==> src/rtl/register_pipe_pkg.sv <==
// register_pipe_pkg: shared defaults and the occupancy-count width helper for register_pipe
package register_pipe_pkg;
  localparam int DEF_WIDTH = 8;
  localparam int DEF_DEPTH = 2;
  function automatic int cnt_w(input int depth);
    return $clog2(depth + 1);
  endfunction
endpackage

==> src/rtl/register_pipe_stage.sv <==
// register_pipe_stage: one data+valid register of the pipe plus its ready-chain term
// clk_i/rst_n_i: clock, async active-low reset; en_i: advance allowed; clr_i: sync flush
// valid_i/data_i: beat from the previous stage; rdy_next_i: ready of the next stage
// valid_o/data_o: registered beat; rdy_o: this stage can take a beat this cycle
module register_pipe_stage
  import register_pipe_pkg::*;
#(
  parameter int WIDTH = DEF_WIDTH
) (
  input  logic             clk_i,
  input  logic             rst_n_i,
  input  logic             en_i,
  input  logic             clr_i,
  input  logic             valid_i,
  input  logic [WIDTH-1:0] data_i,
  input  logic             rdy_next_i,
  output logic             valid_o,
  output logic [WIDTH-1:0] data_o,
  output logic             rdy_o
);
  logic             valid_q, valid_d, ld;
  logic [WIDTH-1:0] data_q, data_d;
  always_comb begin
    rdy_o   = ~valid_q | rdy_next_i;
    ld      = en_i & rdy_o;
    valid_d = clr_i ? 1'b0 : ld ? valid_i : valid_q;
    // a bubble moving in clears valid but keeps the old data
    data_d  = clr_i ? '0 : (ld & valid_i) ? data_i : data_q;
  end
  always_ff @(posedge clk_i or negedge rst_n_i) begin
    if (!rst_n_i) begin
      valid_q <= 1'b0;
      data_q  <= '0;
    end else begin
      valid_q <= valid_d;
      data_q  <= data_d;
    end
  end
  assign valid_o = valid_q;
  assign data_o  = data_q;
endmodule

==> src/rtl/register_pipe.sv <==
// register_pipe: DEPTH-stage WIDTH-bit collapsing register pipeline with valid/ready, enable, flush and count
// iClk/iRstN: clock, async active-low reset; iEn: global enable; iClr: sync flush
// iValid/oReady/iData: upstream handshake; oValid/iReady/oData: downstream handshake
// oCount: number of occupied stages
module register_pipe
  import register_pipe_pkg::*;
#(
  parameter int WIDTH = DEF_WIDTH,
  parameter int DEPTH = DEF_DEPTH,
  parameter int CNT_W = cnt_w(DEPTH)
) (
  input  logic             iClk,
  input  logic             iRstN,
  input  logic             iEn,
  input  logic             iClr,
  input  logic             iValid,
  output logic             oReady,
  input  logic [WIDTH-1:0] iData,
  output logic             oValid,
  input  logic             iReady,
  output logic [WIDTH-1:0] oData,
  output logic [CNT_W-1:0] oCount
);
  logic             run, push, pop;
  logic [DEPTH-1:0] valid, in_valid;
  logic [DEPTH:0]   rdy;
  logic [WIDTH-1:0] data [DEPTH];
  logic [WIDTH-1:0] in_data [DEPTH];
  logic [CNT_W-1:0] cnt_q, cnt_d;
  // iRstN is folded in so oReady reads 0 throughout reset
  assign run    = iRstN & iEn & ~iClr;
  assign rdy[DEPTH] = iReady;
  assign oReady = run & rdy[0];
  assign oValid = run & valid[DEPTH-1];
  assign oData  = data[DEPTH-1];
  assign push   = iValid & oReady;
  assign pop    = oValid & iReady;
  for (genvar k = 0; k < DEPTH; k++) begin : g_stage
    if (k == 0) begin : g_head
      assign in_valid[k] = iValid;
      assign in_data[k]  = iData;
    end else begin : g_body
      assign in_valid[k] = valid[k-1];
      assign in_data[k]  = data[k-1];
    end
    register_pipe_stage #(.WIDTH(WIDTH)) u_stage (
      .clk_i     (iClk),
      .rst_n_i   (iRstN),
      .en_i      (run),
      .clr_i     (iClr),
      .valid_i   (in_valid[k]),
      .data_i    (in_data[k]),
      .rdy_next_i(rdy[k+1]),
      .valid_o   (valid[k]),
      .data_o    (data[k]),
      .rdy_o     (rdy[k])
    );
  end
  always_comb cnt_d = iClr ? '0 : cnt_q + CNT_W'(push) - CNT_W'(pop);
  always_ff @(posedge iClk or negedge iRstN) begin
    if (!iRstN) cnt_q <= '0;
    else        cnt_q <= cnt_d;
  end
  assign oCount = cnt_q;
  a_count: assert property (@(posedge iClk) disable iff (!iRstN) cnt_q == CNT_W'($countones(valid)));
endmodule

==> config.mk <==
export PLATFORM = sky130hd
export DESIGN_NAME = register_pipe
export DESIGN_NICKNAME = d
export VERILOG_FILES = /design/src/rtl/register_pipe_pkg.sv /design/src/rtl/register_pipe_stage.sv /design/src/rtl/register_pipe.sv
export SDC_FILE = /design/constraint.sdc
export NUM_CORES = 1
export LEC_CHECK = 0
export BUFFER_PORTS_ARGS = -buffer_cell sky130_fd_sc_hd__buf_2
export CAP_MARGIN = 20
export CORE_UTILIZATION = 23
export DETAILED_ROUTE_END_ITERATION = 12
export SLEW_MARGIN = 0
export SYNTH_ARGS = -nofsm -noshare
export SYNTH_HDL_FRONTEND = slang
export SYNTH_SLANG_ARGS = --single-unit
==> constraint.sdc <==
create_clock -name iClk -period 3 [get_ports iClk]
set_clock_uncertainty 0.15 [all_clocks]
set_input_delay 0.3 -clock iClk [delete_from_list [all_inputs] [get_ports iClk]]
set_output_delay 0.3 -clock iClk [all_outputs]
set_load 0.02 [all_outputs]
# ---- Yosys cells after proc, flatten, opt, wreduce, memory -nomap -nowiden
# Index checks and enable logic that the tools add are counted.
dict set report totals {
  ff_bits 20
  input_bits 14
  out_inout_bits 12
  wordCells 33
}
dict set report classes {
  add_sub_neg 2
  mux 9
  bitwise_logic 13
  n_reduce_logical 4
}
# operator n
set ops {}
lappend ops {{2-to-1 mux 8 bit} 4}
lappend ops {{AND 1 bit} 8}
lappend ops {{nonzero test 2 bit} 4}
lappend ops {{2-to-1 mux 1 bit} 4}
lappend ops {{NOT 1 bit} 3}
lappend ops {{adder 2 x 1 -> 2 bit} 1}
lappend ops {{2-to-1 mux 2 bit} 1}
lappend ops {{bitwise OR 1 bit} 2}
lappend ops {{subtractor 2 x 1 -> 2 bit} 1}

# ---- Depth between registers and ports, before layout
# Gate-level depths: netlist of the first run.
dict set report depth {
  depth_word 8
  mapped_depth 8
  ltp_nobuf 8
}

# ---- Modules after synthesis
# Synthesis of the first run repeated with hierarchy kept, for this count alone.
dict set report hier_totals {
  cells_unflattened 96
  hier_area_um2 1092.3
}
# mod instances cells_per_inst area_per_inst_um2 seq_area_each_um2
set modules_own_cells {}
lappend modules_own_cells {register_pipe_stage 2 41 471.7 225.2}
lappend modules_own_cells {register_pipe 1 14 148.9 50.0}

# ---- Worst setup path after synthesis of the first run
# OpenSTA, ideal clock, no wires.
dict set report synth_timing {
  kind {register to register}
  start {reg g_stage[1].u_stage.valid_q}
  end {reg cnt_q[0], in the netlist oCount[0]}
  setup_time_ns 0.132
  t_arrival_ns 1.835
  t_required_ns 2.718
  slack_ns 0.883
  path_stages_with_launch 8
  n_path_buf 0
  period_less_slack_ns 2.117
  path_cell_list {dfrtp_1 > nor2b_4 > a2111oi_4 > inv_1 > ha_1 > inv_1 > ha_1 > nor2b_1}
}
dict set report synth_via {
  elab_chain_cells 8
  word_cells_on_any_way 10
  classes_between {2 x add/sub; 1 x mux; 7 x bitwise}
}
# item line
set synth_rtl {}
lappend synth_rtl {{from (decl)} register_pipe_stage.sv:21} ;# logic valid_q, valid_d, ld;
lappend synth_rtl {{from (signal assigned)} register_pipe_stage.sv:35} ;# valid_q <= valid_d;
lappend synth_rtl {{NOT 1 bit} register_pipe_stage.sv:24} ;# rdy_o = ~valid_q | rdy_next_i;
lappend synth_rtl {{bitwise OR 1 bit (2 in a row)} register_pipe_stage.sv:24}
lappend synth_rtl {{AND 1 bit} register_pipe.sv:33} ;# assign oReady = run & rdy[0];
lappend synth_rtl {{AND 1 bit} register_pipe.sv:36} ;# assign push = iValid & oReady;
lappend synth_rtl {{adder 2 x 1 -> 2 bit} register_pipe.sv:59} ;# always_comb cnt_d = iClr ? '0 : cnt_q + CNT_W'(push) - CNT_W'(pop);
lappend synth_rtl {{subtractor 2 x 1 -> 2 bit (*)} register_pipe.sv:59}
lappend synth_rtl {{2-to-1 mux 2 bit (*)} register_pipe.sv:59}
lappend synth_rtl {{net cnt_d[0]} register_pipe.sv:29} ;# logic [CNT_W-1:0] cnt_q, cnt_d;
lappend synth_rtl {{to (signal assigned)} register_pipe.sv:62} ;# else cnt_q <= cnt_d;
lappend synth_rtl {{to (decl)} register_pipe.sv:29}
# The timed path passes the listed nets; every way through them passes the cells marked *.
# A chain may end at the register's enable or synchronous reset.

# ---- Worst setup path after layout of the first run
dict set report layout_timing {
  start {in iRstN}
  end {reg cnt_q[1], in the netlist oCount[1]}
}
dict set report layout_via {
  elab_chain_cells 7
  word_cells_on_any_way 9
  classes_between {2 x add/sub; 1 x mux; 6 x bitwise}
}
# item line
set layout_rtl {}
lappend layout_rtl {{from (decl)} register_pipe.sv:13} ;# input logic iRstN,
lappend layout_rtl {{AND 1 bit (*) (2 in a row)} register_pipe.sv:31} ;# assign run = iRstN & iEn & ~iClr;
lappend layout_rtl {{AND 1 bit} register_pipe.sv:33}
lappend layout_rtl {{AND 1 bit} register_pipe.sv:36}
lappend layout_rtl {{adder 2 x 1 -> 2 bit} register_pipe.sv:59}
lappend layout_rtl {{subtractor 2 x 1 -> 2 bit (*)} register_pipe.sv:59}
lappend layout_rtl {{2-to-1 mux 2 bit (*)} register_pipe.sv:59}
lappend layout_rtl {{net cnt_d[1]} register_pipe.sv:29}
# Marks and branches as above.

==> impl_metrics.csv, run 1 <==
group,metric,value,unit
status,outcome,"finished clean",
clock_network,cts.path.max_buffers,2,
route,dr.first_iter.drc_count,9,
route,remaining_drc_errors,0,
power,finalPower,0.522,mW
clock_network,cts-root-buf,"sky130_fd_sc_hd__clkbuf_8",
timing,period_share,82.8,%
clock_network,clkSinkCount,20,
power,leakage,0.606,nW
floorplan,die_width,68.5,um
grt,grt.total_usage,9.66,%
synthesis,postSynthRegisterBits,20,
finish,filler_cell_count,440,
power,vdd_ir_drop_max,0.176,mV
floorplan,floorplan.die_area,0.00470,mm2
route,wl_per_cell,12.1,um
floorplan,initial_core_util,24.7,%
timing,timing.final.hold_violations,0,
floorplan,placement_rows,23,
synthesis,mappedNetlistNets,112,
synthesis,sequential_share_of_the_synthesized_area,49.1,%
timing,worstMarginPinSlew,0.356,ns
synthesis,synthesis.yosys.warnings,0,
clock_network,clock_tree_from_tritoncts,"built",
power,power.density,430,mW/mm2
synthesis,yosysTopAreaCellShare,49.1,%
synthesis,synth.avg_cell_area,10.6,um2
grt,grt-ovfl-total,0,
clock_network,insertion_delay,0.25,ns
synthesis,netlist_area,0.00102,mm2
power,internal_power,0.410,mW
finish,share_of_layout_cells_above_drive_strength_1,35.9,%
synthesis,ys_types,23,
job,max_cap_viol_count,0,
route,final_antenna_net_count,0,
worst_setup_path,timing_worst_setup_path_type,"input port to flop",
grt,grt_pass1_wl,3.24,mm
synthesis,postSynthCellCount,96,
finish,finish.net_count,134,
worst_setup_path,timing.rr.start,"g_stage[1].u_stage.valid_o",
timing,tns,0,ns
clock_network,post-cts-setup-buffer-count,0,
place,hpwlAfterDp,1.61,mm
timing,worst_rel_slew_slack,76.0,%
synthesis,post-synth-top-area-cell,"sky130_fd_sc_hd__dfrtp_1",
power,clkPwrFrac,38.2,%
floorplan,chipHeight,68.5,um
clock_network,cts-buffers-inserted,3,
worst_setup_path,crit_path_end_kind,"flop",
worst_setup_path,timing.critical_path.from_type,"input port",
place,place.gp.congestion,0.815,
worst_setup_path,arrival,2.47,ns
timing,finalMaxSlewViolations,0,
clock_network,post_cts.resized_instances,0,
timing,min_period,2.48,ns
worst_setup_path,critPathRequiredTime,2.99,ns
timing,setup_viol,0,
place,io_buffers,25,
worst_setup_path,cp_max_fo,11,
power,sw_frac_of_total,21.6,%
worst_hold_path,holdCritPathClass,"input port to flop",
route,vias_per_cell,4.47,
synthesis,synth.top_cells.by_area,"sky130_fd_sc_hd__dfrtp_1 (49%), sky130_fd_sc_hd__mux2_2 (8.8%), sky130_fd_sc_hd__o311ai_0 (6.9%), sky130_fd_sc_hd__buf_4 (5.9%), sky130_fd_sc_hd__inv_1 (4.8%)",
floorplan,io_pins,26,
grt,grt_pass1_vias,717,
grt,grt_max_degree,24,
finish,diodes,0,
timing,holdWs,0.132,ns
worst_hold_path,min-delay-start,"iData[7]",
timing,grt_setup_unrepaired,"no",
power,power_frac_seq,53.1,%
synthesis,synthFlopType,"sky130_fd_sc_hd__dfrtp_1",
timing,achievable_frequency,0.402,GHz
synthesis,post_synth_most_frequent_cells,"sky130_fd_sc_hd__dfrtp_1 (20), sky130_fd_sc_hd__inv_1 (13), sky130_fd_sc_hd__nor2_1 (10)",
grt,initial_antenna_violation_count,0,
floorplan,core_area,0.00412,mm2
synthesis,postSynth.asyncResetShare,100,%
power,combPwrFrac,8.7,%
clock_network,cts_hold_buf,1,
power,power_switching,0.113,mW
route,drt-total-wl,2.02,mm
finish,syn_to_final_growth,19.3,%
worst_setup_path,startpoint,"iRstN",
synthesis,synth_enable_flop_cells,0,
synthesis,yosysMostFrequentCell,"sky130_fd_sc_hd__dfrtp_1",
clock_network,worst_setup_hold_path_clk_slew,0.07,ns
finish,util_after_layout,29.5,%
clock_network,h-tree-depth,1,
route,detail_route.first_pass.iterations,4,
route,vias,746,
-- state kept, by name, indices dropped and copies added (netlist names) --
| register | flops |
|---|---|
| g_stage.u_stage.valid_o | 2 |
| oCount | 2 |
| g_stage.u_stage.data_o | 16 |
-- kinds of logic after synthesis --
group           count (synthesis)  share of synthesized area, %
compound gates                 21                          16.1
xor+xnor                        2                          1.72
fa+ha+maj                       2                          2.46
buf+inv                        24                          11.8
flops                          20                          49.1
mux                             8                          8.85
simple gates                   19                          9.95
-- metal layers --
metal / routed length, um / vias up / track usage [%]
met4: 47 / 0 / 5.47
met3: 121 / 4 / 1.97
li1: - / 363 / -
met5: 0 / - / 0
met1: 882 / 360 / 11.4
met2: 970 / 19 / 16.2
-- power groups by stage --
stage               Clock [mW]  Sequential [mW]  Combinational [mW]
floorplan                    0            0.283              0.0214
global placement             0            0.283              0.0435
detailed placement           0            0.283              0.0453
CTS                      0.209            0.277              0.0464
global route             0.221            0.278              0.0509
finish                   0.199            0.278              0.0455
-- critical path, cell delays in order --
cell	delay, ns
sky130_fd_sc_hd__dlygate4sd3_1	0.51
sky130_fd_sc_hd__buf_2	0.10
sky130_fd_sc_hd__nand2_1	0.21
sky130_fd_sc_hd__a2111oi_4	0.37
sky130_fd_sc_hd__buf_4	0.22
sky130_fd_sc_hd__inv_1	0.05
sky130_fd_sc_hd__ha_1	0.26
sky130_fd_sc_hd__inv_1	0.04
sky130_fd_sc_hd__ha_1	0.18
sky130_fd_sc_hd__xnor2_1	0.17
sky130_fd_sc_hd__nor2_1	0.05
-- final timing paths --
check | endpoint | slack, ns | depth (start not counted)
worst max-delay path | oCount[1] | 0.52 | 11
worst min-delay path | g_stage[0].u_stage.data_o[7] | 0.13 | 2
worst max register to register | oCount[1] | 0.84 | 9
worst min register to register | g_stage[1].u_stage.data_o[1] | 0.41 | 2
max in group asynchronous | g_stage[1].u_stage.data_o[1] | 2.08 | 3
min in group asynchronous | oCount[0] | 0.40 | 3
-- per-stage QoR --
stage	worst slack, ns	cell area, um2	std cells
after detailed placement	0.748	1150	162
final	0.515	1210	167
after floorplan	0.883	1020	96
after CTS	0.509	1210	167
after global placement	0.831	1150	162
after global routing	0.368	1210	167
-- cells in the final DEF (no fill, tap or decap) --
master	count
sky130_fd_sc_hd__and2_1	1
sky130_fd_sc_hd__clkbuf_8	4
sky130_fd_sc_hd__o311ai_0	8
sky130_fd_sc_hd__nor2b_1	1
sky130_fd_sc_hd__a2111oi_4	1
sky130_fd_sc_hd__nand2_1	1
sky130_fd_sc_hd__and3_1	1
sky130_fd_sc_hd__nor2_1	10
sky130_fd_sc_hd__dfrtp_1	20
sky130_fd_sc_hd__a21boi_0	1
sky130_fd_sc_hd__buf_2	25
sky130_fd_sc_hd__and3b_2	1
sky130_fd_sc_hd__o21ai_0	9
sky130_fd_sc_hd__buf_4	2
sky130_fd_sc_hd__mux2_2	8
sky130_fd_sc_hd__a2bb2oi_1	1
sky130_fd_sc_hd__inv_1	13
sky130_fd_sc_hd__nand3b_1	1
sky130_fd_sc_hd__xnor2_1	1
sky130_fd_sc_hd__nor2b_4	1
sky130_fd_sc_hd__dlygate4sd3_1	1
sky130_fd_sc_hd__xor2_1	1
sky130_fd_sc_hd__ha_1	2
sky130_fd_sc_hd__nand3_1	2
sky130_fd_sc_hd__a21oi_1	1
-- layout make-up --
class / instances / area, um2 / area share [%]
Inverter: 13 / 48.8 / 4.02
Timing Repair Buffer: 28 / 150 / 12.4
Multi-Input combinational cell: 52 / 398 / 32.7
Tap cell: 50 / 62.6 / 5.15
Sequential cell: 20 / 500 / 41.2
Clock buffer: 4 / 55.1 / 4.53
Note: power is estimated with default switching activity, not from simulation.
==> run 2, diff against run 1 <==
--- a/config.mk
+++ b/config.mk
@@ -5,6 +5,7 @@
 export SDC_FILE = /design/constraint.sdc
 export NUM_CORES = 1
 export LEC_CHECK = 0
+export ABC_AREA = 1
 export BUFFER_PORTS_ARGS = -buffer_cell sky130_fd_sc_hd__buf_2
 export CAP_MARGIN = 20
 export CORE_UTILIZATION = 23
==> constraint.sdc (replaced) <==
create_clock -name iClk -period 2.3 [get_ports iClk]
set_clock_uncertainty 0.15 [all_clocks]
set_input_delay 0.23 -clock iClk [delete_from_list [all_inputs] [get_ports iClk]]
set_output_delay 0.23 -clock iClk [all_outputs]
set_load 0.02 [all_outputs]
==> impl_metrics.csv, run 2 <==
group,metric,value,unit
power,vdd_ir_drop_max,0.198,mV
finish,finish.net_count,154,
job,max_cap_viol_count,0,
floorplan,die_width,67.0,um
worst_setup_path,critical_path.reg2reg.endpoint,"oCount[0]",
timing,finalMaxSlewViolations,0,
finish,diodes,0,
worst_setup_path,timing_worst_setup_path_type,"input port to flop",
finish,filler_cell_count,466,
finish,util_after_layout,28.6,%
place,place_area,0.00110,mm2
finish,syn_to_final_growth,18.7,%
finish,layout.cells.most_common,"sky130_fd_sc_hd__nand2_1",
grt,grt_pass1_vias,738,
route,wl_per_cell,10.4,um
clock_network,clkSinkCount,20,
synthesis,postSynth.asyncResetShare,100,%
clock_network,cts-buffers-inserted,3,
timing,achievable_frequency,0.475,GHz
worst_setup_path,critPathRequiredTime,2.29,ns
floorplan,chipHeight,67.0,um
worst_setup_path,cp_slowest_cell,"sky130_fd_sc_hd__dlygate4sd3_1",
worst_setup_path,cp-endpoint,"oCount[0]",
synthesis,synth.top_cells.by_area,"sky130_fd_sc_hd__dfrtp_1 (51%), sky130_fd_sc_hd__nand2_1 (16%), sky130_fd_sc_hd__nand3_1 (8.8%), sky130_fd_sc_hd__buf_4 (6.2%), sky130_fd_sc_hd__inv_1 (3.9%)",
floorplan,placement_rows,23,
clock_network,insertion_delay,0.25,ns
worst_setup_path,crit_path_cell_trace,"dlygate4sd3_1 > buf_2 > nand2_1 > nor2_4 > nand3_2 > ha_1 > inv_1 > ha_1 > inv_1 > nor2_1",
clock_network,cts.path.max_buffers,2,
synthesis,post_synth_most_frequent_cells,"sky130_fd_sc_hd__nand2_1 (41), sky130_fd_sc_hd__dfrtp_1 (20), sky130_fd_sc_hd__nand3_1 (17)",
grt,grt_max_degree,21,
finish,largest_reg_flops,16,
synthesis,sequential_share_of_the_synthesized_area,51.5,%
synthesis,post-synth-top-area-cell,"sky130_fd_sc_hd__dfrtp_1",
synthesis,postSynthRegisterBits,20,
finish,final_cell_area,0.00115,mm2
timing,timing.final.ws_setup,0.194,ns
route,drt-total-wl,1.94,mm
timing,min_period,2.11,ns
clock_network,worst_setup_hold_path_clk_slew,0.07,ns
timing,worstMarginPinSlew,0.276,ns
worst_setup_path,cp_max_fo,10,
grt,grt.total_usage,9.84,%
place,place.gp.congestion,0.736,
status,outcome,"finished clean",
synthesis,netlist_area,972,um2
power,power.density,551,mW/mm2
grt,grt_pass1_wl,3.33,mm
floorplan,initial_core_util,24.1,%
power,leakage,0.674,nW
place,io_buffers,25,
timing,tns,0,ns
clock_network,cts-root-buf,"sky130_fd_sc_hd__clkbuf_8",
route,vias,754,
floorplan,core_area,0.00403,mm2
power,clkPwrFrac,34.5,%
clock_network,post-cts-setup-buffer-count,0,
worst_setup_path,timing.critical_path.from_type,"input port",
synthesis,synthFlopType,"sky130_fd_sc_hd__dfrtp_1",
worst_setup_path,rrSetupSlack,0.50,ns
synthesis,mappedNetlistNets,131,
grt,grt-ovfl-total,0,
power,power_switching,0.142,mW
worst_setup_path,startpoint,"iRstN",
route,vias_per_cell,4.05,
timing,timing.final.hold_violations,0,
worst_setup_path,timing.rr.start,"g_stage[0].u_stage.valid_o",
synthesis,postSynthCellCount,115,
worst_setup_path,maximum_single_stage_delay_on_the_critical_path,0.52,ns
synthesis,synth.avg_cell_area,8.45,um2
finish,layout_common_cells,"sky130_fd_sc_hd__nand2_1 (41), sky130_fd_sc_hd__buf_2 (25), sky130_fd_sc_hd__dfrtp_1 (20)",
grt,initial_antenna_violation_count,0,
place,place_ws,0.475,ns
synthesis,synth_enable_flop_cells,0,
route,remaining_drc_errors,0,
route,dr.first_iter.drc_count,26,
finish,layoutNonFillerInstCount,186,
worst_setup_path,reg2reg_depth,7,
floorplan,io_pins,26,
worst_hold_path,holdCritPathClass,"input port to flop",
power,combPwrFrac,8.4,%
power,sw_frac_of_total,22.4,%
power,internal_power,0.493,mW
synthesis,ys_types,16,
timing,setup_viol,0,
clock_network,cts_hold_buf,1,
timing,holdWs,0.0288,ns
worst_setup_path,crit_path_end_kind,"flop",
floorplan,floorplan.die_area,0.00449,mm2
power,finalPower,0.636,mW
synthesis,yosysMostFrequentCell,"sky130_fd_sc_hd__nand2_1",
timing,grt_setup_unrepaired,"no",
synthesis,synthesis.yosys.warnings,0,
route,detail_route.first_pass.iterations,4,
finish,share_of_layout_cells_above_drive_strength_1,26.5,%
clock_network,h-tree-depth,1,
place,post-place-cells,182,
timing,worst_rel_slew_slack,81.6,%
clock_network,clock_tree_from_tritoncts,"built",
worst_setup_path,arrival,2.09,ns
synthesis,yosysTopAreaCellShare,51.5,%
timing,period_share,91.5,%
power,power_frac_seq,57.1,%
place,hpwlAfterDp,1.49,mm
route,final_antenna_net_count,0,
clock_network,post_cts.resized_instances,0,
run 2: area by class of cell:
cell class	count	area (um2)	share of cell area, %
timing repair buffer	27	143	12.4
tap	50	62.6	5.42
clock buffer	3	41.3	3.58
multi-input combinational	74	360	31.2
inverter	12	46.3	4.01
sequential	20	500	43.4
run 2: worst min path at each step:
stage / from / end / slack [ns] / cells past startpoint
6_report: iData[0] / g_stage[0].u_stage.data_o[0] / 0.03 / 3
3_3_place_gp: iRstN / g_stage[1].u_stage.data_o[5] / 0.1 / 2
5_1_grt: iData[5] / g_stage[0].u_stage.data_o[5] / 0.03 / 3
4_1_cts: iData[1] / g_stage[0].u_stage.data_o[1] / 0.03 / 3
2_1_floorplan: iRstN / g_stage[0].u_stage.data_o[0] / -0.22 / 0
3_5_place_dp: iRstN / g_stage[0].u_stage.data_o[6] / 0.09 / 2
run 2: power groups by stage:
stage          combinational, mW  sequential, mW  clock [mW]
2_1_floorplan             0.0236           0.370           0
3_3_place_gp              0.0533           0.370           0
3_5_place_dp              0.0534           0.370           0
4_1_cts                   0.0549           0.363       0.231
5_1_grt                   0.0612           0.363       0.240
6_report                  0.0533           0.363       0.220
run 2: cells by family after synthesis:
logic type | count (synthesis) | synth area share (%)
adder cells (fa/ha/maj) | 2 | 2.57
AND/OR/NAND/NOR | 71 | 33.6
flip-flops | 20 | 51.5
buffers and inverters | 21 | 11.5
XOR/XNOR | 1 | 0.901
run 2: per-layer routing:
metal / GRT usage (%) / share of wire (%) / up-vias
li1: - / - / 396
met1: 13.3 / 49 / 339
met5: 0 / 0 / -
met4: 2.39 / 1.0 / 0
met2: 15.9 / 46 / 17
met3: 1.88 / 3.8 / 2
run 2: critical path, delay by kind of cell:
family | cells | cell delay, ns
adders and majority gates | 2 | 0.60
and+or+nand+nor | 4 | 0.52
buffers and inverters | 4 | 0.74
